--- config.mk ---
export PLATFORM = sky130hd
export DESIGN_NAME = theremin_period_meter
export DESIGN_NICKNAME = d
export VERILOG_FILES = /design/src/rtl/theremin_period_meter_pkg.sv /design/src/rtl/theremin_period_meter_edge_pos_encoder.sv /design/src/rtl/theremin_period_meter.sv
export SDC_FILE = /design/constraint.sdc
export NUM_CORES = 1
export LEC_CHECK = 0
export CORE_MARGIN = 5
export CORE_UTILIZATION = 50
export DETAILED_ROUTE_END_ITERATION = 8
export GPL_ROUTABILITY_DRIVEN = 0
export PLACE_DENSITY = 0.71
export SETUP_SLACK_MARGIN = 0.2
export SYNTH_ARGS = -nofsm -noshare
export SYNTH_HDL_FRONTEND = slang
export SYNTH_SLANG_ARGS = --single-unit
--- constraint.sdc ---
create_clock -name CLK_PARALLEL -period 3.25 [get_ports CLK_PARALLEL]
set_input_delay 0.4875 -clock CLK_PARALLEL [delete_from_list [all_inputs] [get_ports CLK_PARALLEL]]
set_output_delay 0.4875 -clock CLK_PARALLEL [all_outputs]
set_load 0.1 [all_outputs]
--- src/rtl/theremin_period_meter_pkg.sv ---
// Shared types and constants for the theremin sensor path.
package theremin_sensor_pkg;
  localparam int SAMPLE_BITS  = 8;
  localparam int SUBTICK_BITS = 3;

  typedef enum logic {
    IDLE  = 1'b0,
    ARMED = 1'b1
  } meter_state_t;

  typedef struct packed {
    logic       found;
    logic       multi;
    logic [2:0] pos;
  } edge_pos_t;
endpackage

--- src/rtl/theremin_period_meter_edge_pos_encoder.sv ---
// Combinational oldest-edge locator over {prev, word}; bit 8 is the oldest sample.
// Position p checks sample vec[7-p] against its predecessor vec[8-p].
module edge_pos_encoder
  import theremin_sensor_pkg::*;
(
  input  logic [SAMPLE_BITS:0] vec,
  input  logic                 falling,
  output edge_pos_t            result
);
  logic [SAMPLE_BITS:0]   x;
  logic [SAMPLE_BITS-1:0] hits;

  always_comb begin
    x    = falling ? ~vec : vec;
    hits = '0;
    for (int p = 0; p < SAMPLE_BITS; p++) begin
      hits[p] = ~x[SAMPLE_BITS-p] & x[SAMPLE_BITS-1-p];
    end
  end

  always_comb begin
    result       = '0;
    result.found = |hits;
    result.multi = |(hits & (hits - 8'd1));
    // Scan newest to oldest so the oldest hit is the one left standing.
    for (int p = SAMPLE_BITS - 1; p >= 0; p--) begin
      if (hits[p]) result.pos = p[2:0];
    end
  end
endmodule

--- src/rtl/theremin_period_meter.sv ---
// Edge timestamping period meter on 8-bit ISERDES words, 3-cycle latency.
// Optional falling-edge / HIGH_TIME logic is compiled in with THEREMIN_HIGH_TIME_EN.
module theremin_period_meter
  import theremin_sensor_pkg::*;
#(
  parameter int TS_BITS        = 24,
  parameter int TIMEOUT_CYCLES = 65535
) (
  input  logic                   CLK_PARALLEL,
  input  logic                   RESET,
  input  logic                   IN_VALID,
  input  logic [SAMPLE_BITS-1:0] IN_DATA,
  output logic [TS_BITS-1:0]     PERIOD,
  output logic                   PERIOD_VALID,
  output logic [TS_BITS-1:0]     HIGH_TIME,
  output logic                   GLITCH,
  output logic                   TIMEOUT
);
  localparam int                 CC_BITS     = TS_BITS - SUBTICK_BITS;
  localparam logic [CC_BITS-1:0] TIMEOUT_LIM = CC_BITS'(TIMEOUT_CYCLES);

  // Stage 1: capture word, boundary sample and coarse time.
  logic [CC_BITS-1:0]     cc;
  logic                   prev;
  logic                   s1_vld;
  logic [SAMPLE_BITS-1:0] s1_word;
  logic                   s1_prev;
  logic [CC_BITS-1:0]     s1_cc;

  always_ff @(posedge CLK_PARALLEL) begin
    if (RESET) begin
      cc      <= '0;
      prev    <= 1'b1;
      s1_vld  <= 1'b0;
      s1_word <= '0;
      s1_prev <= 1'b1;
      s1_cc   <= '0;
    end else begin
      cc      <= cc + CC_BITS'(1);
      if (IN_VALID) prev <= IN_DATA[0];
      s1_vld  <= IN_VALID;
      s1_word <= IN_DATA;
      s1_prev <= prev;
      s1_cc   <= cc;
    end
  end

  // Stage 2: locate edges and form timestamps.
  logic [SAMPLE_BITS:0] s1_vec;
  edge_pos_t            rise_enc;
  edge_pos_t            s2_rise;
  logic [TS_BITS-1:0]   s2_ts_rise;

  assign s1_vec = {s1_prev, s1_word};

  edge_pos_encoder u_rise (
    .vec     (s1_vec),
    .falling (1'b0),
    .result  (rise_enc)
  );

  always_ff @(posedge CLK_PARALLEL) begin
    if (RESET) begin
      s2_rise    <= '0;
      s2_ts_rise <= '0;
    end else begin
      s2_rise.found <= rise_enc.found & s1_vld;
      s2_rise.multi <= rise_enc.multi & s1_vld;
      s2_rise.pos   <= rise_enc.pos;
      s2_ts_rise    <= {s1_cc, rise_enc.pos};
    end
  end

  // Stage 3: arm/timeout FSM, subtraction and output registers.
  meter_state_t       state, state_nxt;
  logic [CC_BITS-1:0] idle_cnt;
  logic [TS_BITS-1:0] ts_last;
  logic               limit_hit;
  logic               emit_period;
  logic               emit_timeout;
  logic [TS_BITS-1:0] period_nxt;

  assign limit_hit = (idle_cnt + CC_BITS'(1)) == TIMEOUT_LIM;

  always_ff @(posedge CLK_PARALLEL) begin
    if (RESET) state <= IDLE;
    else       state <= state_nxt;
  end

  always_comb begin
    state_nxt = state;
    case (state)
      IDLE:    if (s2_rise.found) state_nxt = ARMED;
      ARMED:   if (!s2_rise.found && limit_hit) state_nxt = IDLE;
      default: state_nxt = IDLE;
    endcase
  end

  // An edge landing on the limit cycle takes priority over the timeout.
  always_comb begin
    emit_period  = (state == ARMED) && s2_rise.found;
    emit_timeout = (state == ARMED) && !s2_rise.found && limit_hit;
    period_nxt   = s2_ts_rise - ts_last;
  end

  always_ff @(posedge CLK_PARALLEL) begin
    if (RESET) begin
      idle_cnt     <= '0;
      ts_last      <= '0;
      PERIOD       <= '0;
      PERIOD_VALID <= 1'b0;
      GLITCH       <= 1'b0;
      TIMEOUT      <= 1'b0;
    end else begin
      if (s2_rise.found || state == IDLE || emit_timeout) idle_cnt <= '0;
      else                                                idle_cnt <= idle_cnt + CC_BITS'(1);
      if (s2_rise.found) ts_last <= s2_ts_rise;
      if (emit_period)   PERIOD  <= period_nxt;
      PERIOD_VALID <= emit_period;
      GLITCH       <= s2_rise.multi;
      TIMEOUT      <= emit_timeout;
    end
  end

`ifdef THEREMIN_HIGH_TIME_EN
  edge_pos_t          fall_enc;
  edge_pos_t          s2_fall;
  logic [TS_BITS-1:0] s2_ts_fall;
  logic               fall_seen;
  logic [TS_BITS-1:0] ts_fall;
  logic               fall_before;
  logic               fall_after;
  logic [TS_BITS-1:0] high_nxt;

  edge_pos_encoder u_fall (
    .vec     (s1_vec),
    .falling (1'b1),
    .result  (fall_enc)
  );

  always_ff @(posedge CLK_PARALLEL) begin
    if (RESET) begin
      s2_fall    <= '0;
      s2_ts_fall <= '0;
    end else begin
      s2_fall.found <= fall_enc.found & s1_vld;
      s2_fall.multi <= fall_enc.multi & s1_vld;
      s2_fall.pos   <= fall_enc.pos;
      s2_ts_fall    <= {s1_cc, fall_enc.pos};
    end
  end

  // A fall older than the rise in the same word closes the current high phase;
  // a younger one belongs to the next period.
  always_comb begin
    fall_before = s2_fall.found && (!s2_rise.found || (s2_fall.pos < s2_rise.pos));
    fall_after  = s2_fall.found && s2_rise.found && (s2_fall.pos > s2_rise.pos);
    if (fall_before)    high_nxt = s2_ts_fall - ts_last;
    else if (fall_seen) high_nxt = ts_fall - ts_last;
    else                high_nxt = period_nxt;
  end

  always_ff @(posedge CLK_PARALLEL) begin
    if (RESET) begin
      fall_seen <= 1'b0;
      ts_fall   <= '0;
      HIGH_TIME <= '0;
    end else begin
      if (s2_rise.found) begin
        fall_seen <= fall_after;
        ts_fall   <= s2_ts_fall;
      end else if (s2_fall.found) begin
        fall_seen <= 1'b1;
        ts_fall   <= s2_ts_fall;
      end
      if (emit_period) HIGH_TIME <= high_nxt;
    end
  end
`else
  assign HIGH_TIME = '0;
`endif
endmodule

==> qor.csv, run 1 <==
stage,metric,value,unit
finish,Final nets,844,
cts,H-tree levels,4,
sta,final hold slack,0.431,ns
min_path,Hold WC Path Type,register to register,
power_and_ir_drop,Power Total,4.47,mW
cts,total CTS buffers,17,
synth,"Cell Area, Synth",0.00701,sq mm
synth,Synth top cells by count,"152 x dfxtp_1, 83 x nor2_1, 60 x nor2b_1",
synth,sequential share of the synthesized area,43.4,%
finish,synth-to-layout area growth,15.0,%
floorplan,Ports,62,
power_and_ir_drop,leak pwr,3.08,nW
synth,Yosys top cell by area,dfxtp_1,
placed_design,DP Area,0.00739,sq mm
drt,Initial DRC Count,448,
global_route,initial antenna violation count,0,
sta,"Slew Viols, Final",0,
synth,area share of the largest cell type after synthesis,43.4,%
critical_path,crit path kind,register to register,
finish,Filler Cell Count,1193,
finish,layout cells sized above 1,7.20,%
synth,synthesized area per cell,8.99,sq um
cts,clk_lat worst skew,0.43,ns
floorplan,Starting Density,50.7,%
finish,sequential cell area,0.00304,sq mm
cts,Max Root-Sink Buffers,2,
synth,synthesized flop and latch total,152,
sta,RSZ-0062 raised after global routing,false,
power_and_ir_drop,peak supply drop,0.378,mV
critical_path,Critical path origin,s2_ts_rise[0]$_SDFF_PP0_,
critical_path,"Req. time, crit path",3.62,ns
cts,Post-CTS Setup Bufs,0,
floorplan,Core Box Area,0.0138,sq mm
critical_path,R2R setup slack,0.51,ns
run_status,status,finished clean,
cts,CTS resizes,0,
floorplan,die height,128,um
finish,n_diodes,0,
sta,Fmax,365,MHz
synth,top-count cell post-synth,dfxtp_1,
synth,Synth Flop Type,dfxtp_1,
global_route,vias in the first global route,5156,
global_route,grt ovf,0,
cts,TritonCTS clock tree,yes,
placed_design,Post-Place Worst Slack,0.561,ns
placed_design,hpwl dp,9800,um
sta,headroom to the max-slew limit,34.6,%
placed_design,number of port buffers,37,
critical_path,RR Endpoint,PERIOD[22]$_SDFFE_PP0P_,
global_route,largest net degree at the start of global routing,58,
cts,CTS root buffer,clkbuf_16,
cts,clock slew at reported path FFs,0.06,ns
critical_path,Reg2Reg Depth,10,
finish,Multi-input gate area,0.00359,sq mm
drt,final routed DRC violation total,0,
synth,Yosys warning total,0,
critical_path,Critical R2R Launch,s2_ts_rise[0]$_SDFF_PP0_,
synth,post-synth cell types,61,
cts,Sink Count,152,
global_route,first-pass GRT wire length,23900,um
drt,ANT nets after route,0,
drt,Routed WL,14000,um
sta,setup_tns,0,ns
critical_path,startpoint class of the critical path,register,
flow_run,max-cap viol count,0,
finish,design area,0.00806,sq mm
synth,Mapped Cells,779,
sta,setup ws final,0.508,ns
floorplan,# rows,43,
sta,final setup fails,0,
floorplan,DIE WIDTH,128,um
critical_path,crit-path max FO,4,
drt,TritonRoute pass-1 iters,5,
drt,average vias per placed instance,5.37,
sta,worst slew pin tran,0.978,ns
critical_path,Critical Path AT,3.11,ns
sta,Final Hold Viols,0,
synth,"FFs w/ async S/R, synth",0,%
synth,number of synthesized flops with an enable pin,0,
sta,Final period util,84.4,%
sta,post-route minimum period,2.74,ns
drt,total number of vias,5368,
synth,"top cells by area, synth","dfxtp_1 43%, nor2b_1 5.4%, ha_1 4.6%",
cts,CTS Hold Bufs,0,
drt,WL/cell,14.0,um
sta,Setup Skew,0.0118,ns
power_and_ir_drop,Pwr Density,555,mW/mm^2
global_route,Tot GR Track Use,17.7,%
critical_path,Crit. End Element,register,
floorplan,Die ar.,0.0165,sq mm
critical_path,last element of the critical path,PERIOD[22]$_SDFFE_PP0P_,
## how the worst min path moves through the flow
stage,startpoint,endpoint,slack [ns],cells after the start
floorplan,s2_rise[3]$_SDFF_PP0_,GLITCH$_SDFF_PP0_,0.41,1
global placement,s1_cc[9]$_SDFF_PP0_,s2_ts_rise[12]$_SDFF_PP0_,0.42,1
detailed placement,s1_cc[4]$_SDFF_PP0_,s2_ts_rise[7]$_SDFF_PP0_,0.42,1
CTS,s1_cc[4]$_SDFF_PP0_,s2_ts_rise[7]$_SDFF_PP0_,0.44,1
global route,s1_cc[4]$_SDFF_PP0_,s2_ts_rise[7]$_SDFF_PP0_,0.45,1
finish,s1_cc[14]$_SDFF_PP0_,s2_ts_rise[17]$_SDFF_PP0_,0.43,1
## critical path, stage by stage, from the launching register on
cell      delay, ns
dfxtp_1        0.33
inv_1          0.05
ha_1           0.22
fa_1           0.38
nand2b_1       0.19
a21oi_1        0.26
a21oi_1        0.19
a41oi_1        0.42
a211oi_1       0.15
or4_1          0.41
nand3_1        0.08
## metrics by stage
stage | utilization, % | std cells
finish | 58.3 | 999
global route | 58.3 | 999
CTS | 58.3 | 999
detailed placement | 53.5 | 967
global placement | 53.5 | 967
floorplan | - | 802
## layer usage
metal / GRT usage, % / share of wire [%]
met1: 22.4 / 46
met2: 28.7 / 47
met3: 4.69 / 4.7
met4: 7.49 / 2.3
met5: 0 / 0
## where the power goes
group          switching [mW]  leakage, nW  internal, mW
sequential             0.0172         1.23          1.89
clock                   0.783        0.316          1.41
combinational           0.277         1.54        0.0994
total                    1.08         3.08          3.40
## placed cells by master (no fill, tap or decap), drive strengths merged, types with 4 or more instances in the layout
| master | synthesis | layout |
|---|---|---|
| a311o | 4 | 4 |
| xor2 | 22 | 22 |
| a211oi | 7 | 7 |
| xnor2 | 25 | 25 |
| a21o | 7 | 7 |
| and2 | 5 | 5 |
| nor3b | 4 | 4 |
| buf | 32 | 8 |
| and3 | 14 | 14 |
| bufinv | 0 | 5 |
| nor2b | 60 | 60 |
| mux2i | 26 | 26 |
| nand4 | 14 | 14 |
| a21oi | 41 | 41 |
| dfxtp | 152 | 152 |
| a22o | 4 | 4 |
| nor2 | 83 | 83 |
| o21a | 5 | 5 |
| nand2 | 38 | 38 |
| ha | 26 | 26 |
| or3 | 4 | 4 |
| nor3 | 28 | 28 |
| clkdlybuf4s50 | 0 | 34 |
| clkbuf | 25 | 19 |
| nor4 | 8 | 8 |
| a31oi | 9 | 9 |
| conb | 1 | 24 |
| o211ai | 6 | 6 |
| nand2b | 4 | 4 |
| nand3 | 28 | 28 |
| o21ai | 22 | 22 |
| inv | 36 | 38 |
## state kept, by name (all words and copies together) (netlist names)
name,count
s1_prev,1
s2_rise,2
state,1
s1_vld,1
PERIOD,24
prev,1
s1_word,8
GLITCH,1
s1_cc,21
idle_cnt,21
s2_ts_rise,24
PERIOD_VALID,1
TIMEOUT,1
cc,21
ts_last,24
## area by class of cell
| cell class | count | share of cell area (%) |
|---|---|---|
| Multi-Input combinational cell | 557 | 44.5 |
| Sequential cell | 152 | 37.8 |
| Clock buffer | 19 | 5.62 |
| Timing Repair Buffer | 42 | 4.97 |
| Tap cell | 180 | 2.79 |
| Clock inverter | 13 | 2.69 |
| Inverter | 36 | 1.68 |
## cell families (layout without fill, tap and decap cells)
logic type | Yosys count | count (layout) | share of synthesized area, %
other | 1 | 24 | 0.0535
buffers and inverters | 93 | 110 | 6.61
adder cells (fa/ha/maj) | 27 | 27 | 4.93
flip-flops | 152 | 152 | 43.4
AND/OR/NAND/NOR | 308 | 308 | 23.9
AO/OA/AOI/OAI | 125 | 125 | 11.5
multiplexers | 26 | 26 | 3.71
XOR/XNOR | 47 | 47 | 5.87
Note: power is estimated with default switching activity, not from simulation.
==> inputs of run 2 (changes only) <==
--- a/config.mk
+++ b/config.mk
@@ -9,7 +9,7 @@
 export CORE_UTILIZATION = 50
 export DETAILED_ROUTE_END_ITERATION = 8
 export GPL_ROUTABILITY_DRIVEN = 0
-export PLACE_DENSITY = 0.71
+export PLACE_DENSITY = 0.73
 export SETUP_SLACK_MARGIN = 0.2
 export SYNTH_ARGS = -nofsm -noshare
 export SYNTH_HDL_FRONTEND = slang
==> constraint.sdc (replaced) <==
create_clock -name CLK_PARALLEL -period 2.5 [get_ports CLK_PARALLEL]
set_input_delay 0.375 -clock CLK_PARALLEL [delete_from_list [all_inputs] [get_ports CLK_PARALLEL]]
set_output_delay 0.375 -clock CLK_PARALLEL [all_outputs]
set_load 0.1 [all_outputs]
==> run 2 against run 1 <==
Cell area increased by 4.5%. First-iteration DRC count decreased by 14%. Sequential cell count unchanged. Sequential share of layout area decreased by 1.5 points. Combinational power increased by 62%. Die area unchanged. Routed wire length increased by 6.2%. Final cell count increased by 2.9%. Clock power increased by 16%. Largest cell class unchanged.
==> qor.csv, run 2 (synthesis results as in run 1) <==
stage,metric,value,unit,change
run_status,status,finished clean,,unchanged
cts,clk_lat worst skew,0.42,ns,was 0.43 ns
drt,total number of vias,5508,,"was 5,368"
cts,Max Root-Sink Buffers,2,,unchanged
cts,TritonCTS clock tree,yes,,unchanged
global_route,first-pass GRT wire length,23600,um,"was 23,900 um"
critical_path,crit path kind,register to register,,unchanged
power_and_ir_drop,Sw Ratio,24.5,%,was 24.1%
floorplan,DIE WIDTH,128,um,unchanged
sta,RSZ-0062 raised after global routing,true,,was false
critical_path,sequence of cells on the critical path,"inv_1, ha_1, nor2b_4, o31ai_4, a21oi_2, a221o_1, a31oi_1, xnor2_1, a22o_1",,"was inv_1, ha_1, fa_1, nand2b_1, a21oi_1, a21oi_1, a41oi_1, a211oi_1, or4_1, nand3_1"
critical_path,CP max-delay cell,a221o_1,,was a41oi_1
cts,clock slew at reported path FFs,0.06,ns,about the same
floorplan,Ports,62,,unchanged
sta,Setup Skew,0.00625,ns,was 0.0118 ns
critical_path,"Req. time, crit path",2.80,ns,was 3.62 ns
critical_path,WP buf/inv,1,,unchanged
finish,"commonest cells after routing, fill and taps aside","144 x dfxtp_1, 82 x nor2_1, 60 x buf_4",,"was 152 x dfxtp_1, 83 x nor2_1, 60 x nor2b_1"
critical_path,Max stage delay on crit path,0.46,ns,was 0.42 ns
drt,WL/cell,14.4,um,was 14.0 um
cts,Sink Count,152,,unchanged
sta,final setup fails,0,,unchanged
finish,synth-to-layout area growth,20.2,%,was 15.0%
global_route,initial antenna violation count,0,,unchanged
drt,Initial DRC Count,385,,was 448
sta,worst slew pin tran,0.697,ns,was 0.978 ns
finish,top flop regs,"PERIOD: 24 flops, s2_ts_rise: 24 flops, ts_last: 24 flops",,unchanged
critical_path,"CP delay by family, top",compound AO/OA/AOI/OAI gates,,unchanged
power_and_ir_drop,cell internal pwr,4.25,mW,was 3.40 mW
critical_path,Crit. End Element,register,,unchanged
power_and_ir_drop,Power Total,5.63,mW,was 4.47 mW
flow_run,max-cap viol count,0,,unchanged
power_and_ir_drop,sequential share of power,44.0,%,was 42.5%
drt,final routed DRC violation total,0,,unchanged
placed_design,hpwl dp,9880,um,was 9800 um
sta,post-route minimum period,2.31,ns,was 2.74 ns
power_and_ir_drop,peak supply drop,0.481,mV,was 0.378 mV
finish,layout cells sized above 1,18.5,%,was 7.20%
drt,TritonRoute pass-1 iters,5,,unchanged
floorplan,# rows,43,,unchanged
sta,Final Hold Viols,0,,unchanged
floorplan,die height,128,um,unchanged
placed_design,DP Area,0.00744,sq mm,was 0.00739 sq mm
sta,Final period util,92.3,%,was 84.4%
power_and_ir_drop,leak pwr,3.31,nW,was 3.08 nW
finish,post-route core utilization,60.9,%,was 58.3%
floorplan,Die ar.,0.0165,sq mm,unchanged
power_and_ir_drop,net switching power,1.38,mW,was 1.08 mW
global_route,Tot GR Track Use,17.3,%,was 17.7%
sta,setup_tns,0,ns,unchanged
finish,"commonest non-fill, non-tap cell in the layout",dfxtp_1,,unchanged
global_route,vias in the first global route,5182,,"was 5,156"
floorplan,Starting Density,50.7,%,unchanged
finish,design area,0.00842,sq mm,was 0.00806 sq mm
global_route,grt ovf,0,,unchanged
sta,Fmax,433,MHz,was 365 MHz
placed_design,number of port buffers,37,,unchanged
critical_path,crit-path max FO,5,,was 4
min_path,Hold WC Path Type,primary input to register,,was register to register
drt,Routed WL,14800,um,"was 14,000 um"
placed_design,dpl cells,978,,was 967
critical_path,Critical Path AT,2.61,ns,was 3.11 ns
finish,n_diodes,0,,unchanged
drt,average vias per placed instance,5.36,,was 5.37
sta,headroom to the max-slew limit,53.6,%,was 34.6%
cts,total CTS buffers,17,,unchanged
critical_path,startpoint class of the critical path,register,,unchanged
finish,Post-Layout Cell Count,1028,,was 999
floorplan,Core Box Area,0.0138,sq mm,unchanged
power_and_ir_drop,Comb power frac,10.8,%,was 8.4%
power_and_ir_drop,clock network power share,45.2,%,was 49.0%
global_route,largest net degree at the start of global routing,58,,unchanged
cts,H-tree levels,4,,unchanged
drt,ANT nets after route,0,,unchanged
cts,CTS root buffer,clkbuf_16,,unchanged
finish,Final nets,874,,was 844
power_and_ir_drop,Pwr Density,668,mW/mm^2,was 555 mW/mm^2
sta,"Slew Viols, Final",0,,unchanged
-- run 2: cell types whose count changed in the layout (fill, tap and decap cells not counted), sizes merged --
cell	delta
clkinvlp	-1
bufinv	-2
clkinv	+3
clkdlybuf4s50	-25
buf	+55
inv	-1
-- run 2: final timing paths --
check                          startpoint                        to  slack, ns  depth (start not counted)
hold / removal                      RESET          cc[0]$_SDFF_PP0_       0.30                          2
hold reg to reg       s1_cc[2]$_SDFF_PP0_  s2_ts_rise[5]$_SDFF_PP0_       0.43                          1
setup / recovery  ts_last[1]$_SDFFE_PP0P_   PERIOD[15]$_SDFFE_PP0P_       0.19                          9
setup reg to reg  ts_last[1]$_SDFFE_PP0P_   PERIOD[15]$_SDFFE_PP0P_       0.19                          9
-- run 2: final cells by class --
type / count / area, sq um
fillers: 1094 / 5400
multi-input cells: 557 / 3830
flip-flops and latches: 152 / 3050
repair buffers: 72 / 583
clock buffers: 19 / 443
well taps: 180 / 225
clock inverters: 12 / 151
inverters: 36 / 135
-- run 2: through the flow --
step | hold WS, ns | worst slack (ns)
finish | 0.302 | 0.193
detailed placement | 0.421 | -0.0789
CTS | 0.296 | 0.162
floorplan | 0.414 | 0.202
global placement | 0.421 | 0.00455
global route | 0.321 | 0.116
-- run 2: worst register-to-register path, delay by kind of cell (launching register included) --
| kind | cells | cell delay (ns) |
|---|---|---|
| xor+xnor | 1 | 0.14 |
| fa+ha+maj | 1 | 0.27 |
| flops | 1 | 0.33 |
| simple gates | 1 | 0.14 |
| compound gates | 5 | 1.28 |
| buf+inv | 1 | 0.04 |
-- run 2: repair_timing --
item                                    in CTS  in global routing
buffers inserted                            10                  9
resized for setup                           19                 42
endpoints found under the setup margin      12                 29
cloned                                       0                  0
hold buffers                                 0                  0
pin swaps                                    7                 21
-- run 2: metal layers --
metal	vias to the layer above	routed length [um]	track usage [%]
met5	-	0	0
met4	0	349	7.43
met3	31	730	4.44
met2	172	7030	27.9
met1	2546	6720	22.0
li1	2759	-	-
-- run 2: power by group through the flow --
stage          clock network [mW]  logic (mW)  registers, mW
2_1_floorplan                   0       0.417           2.54
3_3_place_gp                    0       0.485           2.53
3_5_place_dp                    0       0.491           2.53
4_1_cts                      2.58       0.552           2.47
5_1_grt                      2.69       0.644           2.48
6_report                     2.54       0.609           2.48
